File: config.mk
export PLATFORM = sky130hd
export DESIGN_NAME = mem_ctl_rr_arbiter
export DESIGN_NICKNAME = d
export VERILOG_FILES = /design/src/rtl/mem_ctl_rr_arbiter.sv
export SDC_FILE = /design/constraint.sdc
export NUM_CORES = 1
export LEC_CHECK = 0
export ABC_AREA = 1
export CAP_MARGIN = 0
export CELL_PAD_IN_SITES_DETAIL_PLACEMENT = 1
export CELL_PAD_IN_SITES_GLOBAL_PLACEMENT = 1
export CORE_AREA = 2 2 99 101
export DETAILED_ROUTE_END_ITERATION = 12
export DIE_AREA = 0 0 101 103
export GPL_ROUTABILITY_DRIVEN = 1
export PLACE_DENSITY_LB_ADDON = 0.1
export SETUP_SLACK_MARGIN = 0.15
export SYNTH_ARGS = -nofsm -noshare
export SYNTH_HDL_FRONTEND = slang
export SYNTH_SLANG_ARGS = --single-unit
File: constraint.sdc
create_clock -name clk -period 2 [get_ports clk]
set_input_delay 0.5 -clock clk [delete_from_list [all_inputs] [get_ports clk]]
set_output_delay 0.5 -clock clk [all_outputs]
set_load 0.02 [all_outputs]
File: src/rtl/mem_ctl_rr_arbiter.sv
// Round-robin arbiter sharing one memory-control channel among N_REQ requesters.
// Optional macro ARB_TIMEOUT_EN adds an ISSUE watchdog that aborts after TIMEOUT_CYC cycles.
package MuxParam_pkg;
  typedef enum logic {OP_RD = 1'b0, OP_WR = 1'b1} op_e;
  typedef struct packed {
    logic [7:0] addr;
    logic [7:0] data;
    op_e        op;
  } mem_ctl_st_t;
endpackage

module MuxParam #(
  parameter type T   = logic,
  parameter int  SEL = 1
) (
  input  logic [SEL-1:0] sel,
  input  T               din [2**SEL],
  output T               dout
);
  assign dout = din[sel];
endmodule

module mem_ctl_rr_arbiter
  import MuxParam_pkg::*;
#(
  parameter int N_REQ       = 4,
  parameter int TIMEOUT_CYC = 16,
  localparam int SW         = $clog2(N_REQ)
) (
  input  logic              clk,
  input  logic              rst,
  input  logic [N_REQ-1:0]  req,
  input  mem_ctl_st_t       req_ctl [N_REQ],
  output logic [N_REQ-1:0]  gnt,
  output logic [N_REQ-1:0]  done,
  output logic [7:0]        rdata,
  output logic              err,
  output logic [SW-1:0]     sel,
  output logic              mem_valid,
  output mem_ctl_st_t       mem_ctl,
  input  logic              mem_ready,
  input  logic [7:0]        mem_rdata
);
  typedef enum logic [1:0] {S_IDLE, S_ISSUE, S_RESP} state_e;

  if (N_REQ < 2 || TIMEOUT_CYC < 1) begin : g_bad_param
    $error("mem_ctl_rr_arbiter: N_REQ must be >= 2 and TIMEOUT_CYC >= 1");
  end

  state_e             state_q, state_d;
  logic [N_REQ-1:0]   gnt_q, gnt_d, done_q, done_d;
  logic [7:0]         rdata_q, rdata_d;
  logic [SW-1:0]      sel_q, sel_d, last_q, last_d;
  logic               mem_valid_q, mem_valid_d;
  mem_ctl_st_t        mem_ctl_q, mem_ctl_d;

  logic               win_found;
  logic [SW-1:0]      win_idx;
  logic [SW:0]        cand;
  mem_ctl_st_t        mux_in [2**SW];
  mem_ctl_st_t        mux_out;

  function automatic logic [N_REQ-1:0] onehot(input logic [SW-1:0] idx);
    return {{(N_REQ-1){1'b0}}, 1'b1} << idx;
  endfunction

  // Search starts one past the last winner and wraps, giving rotating priority.
  always_comb begin
    win_found = 1'b0;
    win_idx   = last_q;
    cand      = '0;
    for (int i = 1; i <= N_REQ; i++) begin
      cand = {1'b0, last_q} + (SW+1)'(i);
      if (cand >= (SW+1)'(N_REQ)) cand = cand - (SW+1)'(N_REQ);
      if (!win_found && req[cand[SW-1:0]]) begin
        win_found = 1'b1;
        win_idx   = cand[SW-1:0];
      end
    end
  end

  // Pad the mux to a power of two; unused slots are never selected.
  for (genvar g = 0; g < 2**SW; g++) begin : g_mux_in
    if (g < N_REQ) begin : g_real
      assign mux_in[g] = req_ctl[g];
    end else begin : g_pad
      assign mux_in[g] = '0;
    end
  end

  MuxParam #(.T(mem_ctl_st_t), .SEL(SW)) u_mux (
    .sel  (win_idx),
    .din  (mux_in),
    .dout (mux_out)
  );

`ifdef ARB_TIMEOUT_EN
  localparam int CW = $clog2(TIMEOUT_CYC + 1);
  logic [CW-1:0] cnt_q, cnt_d;
  logic          err_q, err_d;
`endif

  always_comb begin
    state_d     = state_q;
    gnt_d       = gnt_q;
    done_d      = done_q;
    rdata_d     = rdata_q;
    sel_d       = sel_q;
    last_d      = last_q;
    mem_valid_d = mem_valid_q;
    mem_ctl_d   = mem_ctl_q;
`ifdef ARB_TIMEOUT_EN
    cnt_d       = cnt_q;
    err_d       = 1'b0;
`endif
    case (state_q)
      S_IDLE: begin
        if (win_found) begin
          sel_d       = win_idx;
          gnt_d       = onehot(win_idx);
          mem_ctl_d   = mux_out;
          mem_valid_d = 1'b1;
          state_d     = S_ISSUE;
`ifdef ARB_TIMEOUT_EN
          cnt_d       = '0;
`endif
        end
      end
      S_ISSUE: begin
        if (mem_ready) begin
          mem_valid_d = 1'b0;
          rdata_d     = (mem_ctl_q.op == OP_RD) ? mem_rdata : 8'h00;
          done_d      = onehot(sel_q);
          last_d      = sel_q;
          state_d     = S_RESP;
        end
`ifdef ARB_TIMEOUT_EN
        else if (cnt_q == CW'(TIMEOUT_CYC - 1)) begin
          mem_valid_d = 1'b0;
          err_d       = 1'b1;
          rdata_d     = 8'h00;
          done_d      = onehot(sel_q);
          last_d      = sel_q;
          state_d     = S_RESP;
        end else begin
          cnt_d = cnt_q + CW'(1);
        end
`endif
      end
      S_RESP: begin
        done_d    = '0;
        gnt_d     = '0;
        rdata_d   = 8'h00;
        mem_ctl_d = '0;
        state_d   = S_IDLE;
      end
      default: state_d = S_IDLE;
    endcase
  end

  always_ff @(posedge clk or posedge rst) begin
    if (rst) begin
      state_q     <= S_IDLE;
      gnt_q       <= '0;
      done_q      <= '0;
      rdata_q     <= '0;
      sel_q       <= '0;
      last_q      <= SW'(N_REQ - 1);
      mem_valid_q <= 1'b0;
      mem_ctl_q   <= '0;
    end else begin
      state_q     <= state_d;
      gnt_q       <= gnt_d;
      done_q      <= done_d;
      rdata_q     <= rdata_d;
      sel_q       <= sel_d;
      last_q      <= last_d;
      mem_valid_q <= mem_valid_d;
      mem_ctl_q   <= mem_ctl_d;
    end
  end

`ifdef ARB_TIMEOUT_EN
  always_ff @(posedge clk or posedge rst) begin
    if (rst) begin
      cnt_q <= '0;
      err_q <= 1'b0;
    end else begin
      cnt_q <= cnt_d;
      err_q <= err_d;
    end
  end
  assign err = err_q;
`else
  assign err = 1'b0;
`endif

  assign gnt       = gnt_q;
  assign done      = done_q;
  assign rdata     = rdata_q;
  assign sel       = sel_q;
  assign mem_valid = mem_valid_q;
  assign mem_ctl   = mem_ctl_q;
endmodule

Word level (Yosys, flattened, before mapping)
Index checks and enable logic that the tools add are counted.
{"block": "word_totals", "reg_bits": 40, "input_bits": 83, "output_inout_bits": 37, "wordCells": 88}
{"block": "classes", "addsub": 8, "magnitude_cmp": 9, "n_eq_ne": 4, "n_shift": 2, "n_mux": 38, "n_bitwise": 1, "reduce_logical": 16}
{"cell": "17-bit 2-to-1 mux", "n": 3}
{"cell": "17-bit binary-select mux with 2-bit select", "n": 1}
{"cell": "17-bit case mux with 2 select lines", "n": 1}
{"cell": "2-bit 2-to-1 mux", "n": 10}
{"cell": "8-bit 2-to-1 mux", "n": 2}
{"cell": "4-bit case mux with 2 select lines", "n": 2}
{"cell": "8-bit case mux with 2 select lines", "n": 1}
{"cell": "3-bit >= comparator (second input constant)", "n": 5}
{"cell": "2-bit by 3-bit less-than comparator with 1-bit output (second input constant)", "n": 4}
{"cell": "1-bit 2-to-1 mux", "n": 10}
{"cell": "2-bit AND reduction", "n": 5}
{"cell": "1-bit binary-select mux with 2-bit select", "n": 4}
{"cell": "4-bit 2-to-1 mux", "n": 2}
{"cell": "1-bit by 2-bit << shifter with 4-bit output (first input constant)", "n": 2}
{"cell": "2-bit by 1-bit subtractor with 2-bit output (second input constant)", "n": 4}
{"cell": "2-bit by 2-bit adder with 3-bit output (second input constant)", "n": 2}
{"cell": "2-bit nonzero test", "n": 3}
{"cell": "2-bit inequality test (second input constant)", "n": 2}
{"cell": "2-bit case mux with 2 select lines", "n": 1}
{"cell": "2-bit by 1-bit adder with 3-bit output (second input constant)", "n": 1}
{"cell": "2-bit by 3-bit adder with 3-bit output (second input constant)", "n": 1}
{"cell": "1-bit logical AND", "n": 3}
{"cell": "1-bit logical NOT", "n": 3}
{"cell": "2-bit inverter with 3-bit output", "n": 1}
{"cell": "5 further kinds", "n": 5}

Depth between registers and ports, before layout
Gate-level depths: netlist (run 1).
{"block": "depth", "ltp_word": 21, "mapped_depth": 14, "depth_no_buf": 13}

Modules after synthesis
A second synthesis (run 1) with hierarchy kept.
{"block": "hier_totals", "hier_cells": 433, "hier_area_um2": 2805.2}
{"module": "mem_ctl_rr_arbiter", "n_inst": 1, "cells_per_inst": 234, "area_each_um2": 1960.6, "seq_area_each_um2": 1003.5}
{"module": "MuxParam", "n_inst": 1, "cells_per_inst": 199, "area_each_um2": 844.6, "seq_area_each_um2": 0.0}

Worst setup path after synthesis (run 1)
OpenSTA, ideal clock, no wires.
{"block": "synth_timing", "path_kind": "reg-to-reg", "startpoint": "register last_q[0]", "endpoint": "register mem_ctl_q, in the netlist mem_ctl[0]", "setup_ns": 0.124, "t_arrival_ns": 1.650, "required_time_ns": 1.876, "path_slack_ns": 0.226, "stages_incl_launch_ff": 14, "n_path_buf": 2, "synth_period_minus_slack_ns": 1.774, "cell_sequence": "dfstp_2 buf_6 nand2_2 nand2_4 nand2_2 nand2_4 nand2_4 nand2_2 nand2_2 a21oi_4 nor2_4 buf_6 nand2_1 nand3_1"}
{"block": "synth_between", "elab_chain_cells": 21, "elab_cells_between_ends": 46, "classes_between": "8 x add/sub; 4 x order compare; 1 x eq/ne; 25 x mux; 1 x bitwise; 7 x reduce/logical"}
{"element": "start: declaration", "line": "53", "rtl": "logic [SW-1:0] sel_q, sel_d, last_q, last_d;"}
{"element": "start signal: assignment", "line": "168", "rtl": "last_q <= SW'(N_REQ - 1);"}
{"element": "start signal: assignment", "line": "177", "rtl": "last_q <= last_d;"}
{"element": "2-bit by 1-bit adder with 3-bit output", "line": "73", "rtl": "cand = {1'b0, last_q} + (SW+1)'(i);"}
{"element": "3-bit >= comparator / 2-bit by 1-bit subtractor with 2-bit output (equally long branches)", "line": "74", "rtl": "if (cand >= (SW+1)'(N_REQ)) cand = cand - (SW+1)'(N_REQ);"}
{"element": "2-bit 2-to-1 mux", "line": "74"}
{"element": "1-bit binary-select mux with 2-bit select", "line": "75", "rtl": "if (!win_found && req[cand[SW-1:0]]) begin"}
{"element": "1-bit 2-to-1 mux (implied by the code)", "line": "75"}
{"element": "1-bit 2-to-1 mux", "line": "75"}
{"element": "1-bit logical NOT", "line": "75"}
{"element": "1-bit logical AND", "line": "75"}
{"element": "[... 4 more ...]"}
{"element": "1-bit logical NOT", "line": "75"}
{"element": "1-bit logical AND", "line": "75"}
{"element": "2-bit 2-to-1 mux", "line": "75"}
{"element": "2-bit inverter with 3-bit output (implied by the code)", "line": "20", "rtl": "assign dout = din[sel];"}
{"element": "17-bit binary-select mux with 2-bit select", "line": "20"}
{"element": "17-bit 2-to-1 mux (implied by the code) (2 in a row)", "line": "20"}
{"element": "17-bit 2-to-1 mux", "line": "118", "rtl": "if (win_found) begin"}
{"element": "17-bit case mux with 2 select lines", "line": "116", "rtl": "case (state_q)"}
{"element": "end signal: assignment", "line": "179", "rtl": "mem_ctl_q <= mem_ctl_d;"}
{"element": "end: declaration", "line": "55", "rtl": "mem_ctl_st_t mem_ctl_q, mem_ctl_d;"}
Several ways; a longest one is shown, not always the timed one. The select of a mux whose other input is x is not followed.
A chain may end at the register's enable or synchronous reset.

Worst setup path after layout (run 1)
{"block": "layout_timing", "startpoint": "register last_q[0]", "endpoint": "register mem_ctl_q, in the netlist mem_ctl[7]"}
Same word-level chain as after synthesis.

==> results of run 1 <==
[state kept, by name (all words and copies together), names as in the netlist]
signal and flops:
mem_valid 1, state_q 2, sel 2, rdata 8
last_q 2, done 4, mem_ctl 17, gnt 4
[layout make-up]
cell class	instances	area (µm²)
inverters	14	65.06
well taps	114	142.6
fillers	1129	4800
clock buffers	6	72.57
multi-input cells	282	1562
flip-flops and latches	40	1003
repair buffers	167	1779
clock inverters	2	35.03
[worst paths after layout]
path,start,end,slack [ns],cells after the start
max,last_q[0],mem_ctl[7],0.01,13
min,mem_ctl[3],mem_ctl[3],0.49,2
max reg2reg,last_q[0],mem_ctl[7],0.01,13
min reg2reg,mem_ctl[3],mem_ctl[3],0.49,2
max in group asynchronous,rst,mem_ctl[4],1.03,3
min in group asynchronous,rst,rdata[3],0.50,2
[where the power goes]
group | internal [mW] | switching, mW | leakage, nW
Clock | 0.371 | 0.283 | 0.0552
Combinational | 3.56 | 3.99 | 1.69
Sequential | 1.22 | 0.252 | 0.504
Total | 5.15 | 4.52 | 2.25
[worst max-delay path, stage by stage (launching register included)]
cell and delay, ns:
dfstp_2 0.57, buf_8 0.14, nand2_2 0.07, nand2_4 0.10, nand2_4 0.07, nand2_4 0.12, nor2_4 0.06, nand3b_4 0.07
nand3_4 0.08, buf_6 0.15, nor2_4 0.17, clkbuf_16 0.19, nand2_1 0.05, nand3_1 0.06
[cells in the mapped netlist, types with 4 or more instances]
cell type	n	share of area
nand2_1	144	0.21
nand3_1	94	0.19
dfrtp_1	38	0.37
nand2_2	14	0.035
inv_1	10	0.015
o21ai_0	8	0.016
buf_2	7	0.014
buf_6	5	0.022
nand2_4	4	0.018
nor2_1	4	0.0059
[timing repair]
item	4_1_cts	5_1_grt
cloned	2	1
hold endpoints to repair	0	0
pin swaps	11	19
buffers inserted	17	3
endpoints found under the setup margin	25	25
gates resized for setup	35	37
[cells by family after synthesis]
family | synth area share
and+or+nand+nor | 0.4983
DFF | 0.3957
buffers and inverters | 0.07104
AOI/OAI and AO/OA | 0.03355
other | 0.001479
[layer usage]
| metal | track usage | up-vias | routed length (µm) |
|---|---|---|---|
| met5 | 0 | - | 0 |
| met2 | 0.3323 | 69 | 5059 |
| li1 | - | 1463 | - |
| met1 | 0.2265 | 1434 | 4207 |
| met4 | 0.03119 | 0 | 78 |
| met3 | 0.03186 | 6 | 407 |
==> out/results.ini, run 1 <==
[worst_setup_path]
crit_required_ns = 2.23
crit_type = reg -> reg
arrival_ns = 2.21
crit_fanout = 8
start_kind = flop
end_kind = flop

[placement]
pre_cts_slack_ns = -0.3474
gp_congestion = 0.7760
placed_cells = 594
portBuffers = 118
dpl_cell_area_mm2 = 0.004043
hpwl_um = 6789

[drt]
vias = 2972
via_per_inst = 4.755
drc = 0
dr.pass1.iters = 4
final_antenna_net_count = 0
routedWlPerCell_um = 15.60
drt-total-wl_um = 9753
drt_iter0_drc = 45

[pwr]
power_mw = 9.671
ir_drop_mv = 0.7655
p_per_area_mw_per_mm2 = 2075
cellLeakagePower_nw = 2.251

[die]
die_h_um = 103
rows = 36
die_area_mm2 = 0.01040
start_util = 0.2681
fp.coreArea_mm2 = 0.009459
die_w_um = 101
top_level_ports = 120

[global_route]
grt_first_pass_wirelength_um = 14860
grt_max_degree = 26
antenna_found_initial = 0
grt_pass1_vias = 3070
grt_usage = 0.1814
grt-ovfl-total = 0

[timing]
setup_tns_ns = 0
hold_violations = 0
drv_slew = 0
fin_crit_ns = 1.985
max_freq_mhz = 503.7
rsz0062_at_grt = yes
setup_slack_ns = 0.01468
setup_viol = 0
timing.hold.ws_ns = 0.4896
fin_worst_skew_ns = 0.006673
fin_crit_sh = 0.9927

[cells_and_area]
fin_cells = 625
drive_gt1_frac = 0.2446
final_core_util = 0.4926
design_area_mm2 = 0.004659
nets = 593
antenna_cells = 0
syn_to_final_growth_pct = 83.72
final_common_cell = nand2_1
layout_common_cells = 123 x nand2_1, 112 x clkdlybuf4s50_1, 82 x nand3_1

[worst_hold_path]
hp-class = reg -> reg

[yosys]
syn_nets = 437
ys_seq_area_frac = 0.3957
syn_inst = 354
syn_area_per_cell_um2 = 7.164
synth_seq_cells = 40
synthArstFlopShare = 1.000
syn_area_mm2 = 0.002536
ys_types = 26
synth_edf_count = 0
ys.flop_type = dfrtp_1
ys_warn_count = 0

[clocking]
cts_root_buffer = clkbuf_8
cts-buffers-inserted = 5
clk-insertion-delay-late_ns = 0.29
clock_sinks = 40
clk_pin_slew_worst_paths_ns = 0.08
clk_path_buf_depth = 2
tritoncts = done
hold_buffers = 0
htreeDepth = 2

[flow_run]
cap_violations = 0

[run_status]
outcome = completed

Power figures use the tool's default switching activity.
==> run 2: changes to the inputs <==
Settings changed: RECOVER_POWER set to 50, SETUP_SLACK_MARGIN 0.15 to unset.
==> run 2 against run 1 <==
Setup slack improved by 0.038 ns. Flip-flop and latch count did not move. Sequential share of layout area rose by 0.56 points. Register-to-register slack improved by 0.04 ns. Largest power group unchanged. Highest routed layer unchanged. Non-clock buffer count fell by 4. Wire length fell by 4.6%. Via count fell by 0.67%. Largest cell class unchanged. Clock power rose by 0.8%.
==> out/results.ini, run 2 (synthesis gave the netlist of run 1 again) <==
[global_route]
grt_first_pass_wirelength_um = 13930  ; -6.3%
grt_usage = 0.1686  ; -0.01278
grt-ovfl-total = 0  ; unchanged
grt_max_degree = 31  ; +19%
antenna_found_initial = 0  ; unchanged
grt_pass1_vias = 2928  ; -4.6%

[cells_and_area]
layout_common_cells = 135 x nand2_1, 112 x clkdlybuf4s50_1, 80 x nand3_1
nets = 589  ; -0.67%
final_core_util = 0.4800  ; -0.01257
antenna_cells = 0  ; unchanged
nFillCells = 1142  ; +1.2%
largest_reg_flops = 17  ; unchanged
fin_cells = 621  ; -0.64%
regArea_mm2 = 0.001003  ; unchanged
multi_input_area_mm2 = 0.001524  ; -2.4%
syn_to_final_growth_pct = 79.03
final_common_cell = nand2_1
drive_gt1_frac = 0.2130  ; -0.03160

[drt]
drc = 0  ; unchanged
via_per_inst = 4.754  ; about the same
final_antenna_net_count = 0  ; unchanged
vias = 2952  ; -0.67%
routedWlPerCell_um = 14.99  ; -3.9%
dr.pass1.iters = 4  ; unchanged
drt-total-wl_um = 9308  ; -4.6%
drt_iter0_drc = 69  ; +53%

[clocking]
clk-insertion-delay-late_ns = 0.29  ; about the same
tritoncts = done
hold_buffers = 0  ; unchanged
clk_path_buf_depth = 2  ; unchanged
htreeDepth = 2  ; unchanged
clock_sinks = 40  ; unchanged
cts-buffers-inserted = 5  ; unchanged
clk_pin_slew_worst_paths_ns = 0.08  ; about the same
cts_root_buffer = clkbuf_8

[timing]
setup_slack_ns = 0.05314  ; +0.03846 ns
worstMarginPinSlew_ns = 0.6570
fin_worst_skew_ns = 0.008809  ; +0.002136 ns
setup_viol = 0  ; unchanged
fin_crit_sh = 0.9734  ; -0.01923
max-slew-margin-rel = 0.5620
fin_crit_ns = 1.947  ; -0.03846 ns
hold_violations = 0  ; unchanged
rsz0062_at_grt = yes
timing.hold.ws_ns = 0.4949  ; +0.005266 ns
drv_slew = 0  ; unchanged
max_freq_mhz = 513.6  ; +2.0%

[placement]
portBuffers = 118  ; unchanged
gp_congestion = 0.7760  ; unchanged
pre_cts_slack_ns = -0.3474  ; unchanged
placed_cells = 594  ; unchanged
hpwl_um = 6789  ; unchanged

[worst_setup_path]
arrival_ns = 2.11  ; -0.10 ns
crit_required_ns = 2.16  ; -0.07 ns
crit_fanout = 14  ; +6
start_kind = flop
end_kind = flop
crit_type = reg -> reg

[die]
rows = 36  ; unchanged
die_area_mm2 = 0.01040  ; unchanged
die_h_um = 103  ; unchanged
top_level_ports = 120  ; unchanged
die_w_um = 101  ; unchanged
fp.coreArea_mm2 = 0.009459  ; unchanged
start_util = 0.2681  ; unchanged

[pwr]
p_per_area_mw_per_mm2 = 2040  ; -1.7%
cellLeakagePower_nw = 2.186  ; -2.9%
swShare = 0.4685  ; +0.0007596
power.switching_mw = 4.339  ; -4.1%
pwr-share-seq = 0.157  ; +0.005
clkPwrFrac = 0.071  ; +0.003
p_int_mw = 4.924  ; -4.4%
power_mw = 9.263  ; -4.2%
ir_drop_mv = 0.7461  ; -2.5%
comb_power_share = 0.772  ; -0.009

[run_status]
outcome = completed

[worst_hold_path]
hp-class = reg -> reg

[flow_run]
cap_violations = 0  ; unchanged

run 2: critical path: stages, from the launching register on:
cell,delay [ns]
dfstp_2,0.58
buf_8,0.12
nand2_1,0.06
nand2_2,0.13
nand2_4,0.08
nand2_4,0.09
nand2_4,0.08
nand2_4,0.07
nand2_4,0.05
a21oi_4,0.22
nor2_4,0.05
buf_12,0.14
nand2_1,0.06
nand3_1,0.08
run 2: power groups by stage:
| stage | clock [mW] | sequential, mW | combinational, mW |
|---|---|---|---|
| final | 0.658 | 1.46 | 7.15 |
| after floorplan | 0 | 1.82 | 3.14 |
| after global routing | 0.710 | 1.50 | 7.87 |
| after detailed placement | 0 | 1.48 | 5.95 |
| after CTS | 0.680 | 1.47 | 6.10 |
| after global placement | 0 | 1.47 | 5.85 |
run 2: final timing paths:
check / start / slack (ns) / depth (start not counted) / end
max: last_q[0] / 0.05 / 13 / mem_ctl[1]
min: mem_ctl[8] / 0.49 / 2 / mem_ctl[8]
max reg2reg: last_q[0] / 0.05 / 13 / mem_ctl[1]
min reg2reg: mem_ctl[8] / 0.49 / 2 / mem_ctl[8]
max in group asynchronous: rst / 0.21 / 3 / mem_ctl[15]
min in group asynchronous: rst / 0.71 / 2 / rdata[3]
run 2: layout make-up:
type / count / share of cell area
timing repair buffer: 163 / 0.3745
multi-input combinational: 282 / 0.3356
sequential: 40 / 0.2210
tap: 114 / 0.03141
clock buffer: 6 / 0.01598
inverter: 14 / 0.01378
clock inverter: 2 / 0.007716
run 2: metal layers:
layer	track usage	routed length, µm
met5	0	0
met4	0.03534	97
met3	0.03525	435
met2	0.3036	4674
met1	0.2088	4100
run 2: per-stage QoR:
stage / area (µm²) / setup TNS (ns)
3_5_place_dp: 4043 / -6.728
5_1_grt: 4541 / -1.043
4_1_cts: 4185 / 0
6_report: 4541 / 0
2_1_floorplan: 2536 / 0
3_3_place_gp: 4043 / -5.319
run 2: timing repair:
action	4_1_cts	5_1_grt
gates cloned	0	3
resized for setup	0	54
setup endpoints to repair	14	23
setup buffers	3	15
endpoints found under the hold margin	0	0
pin swaps	2	35
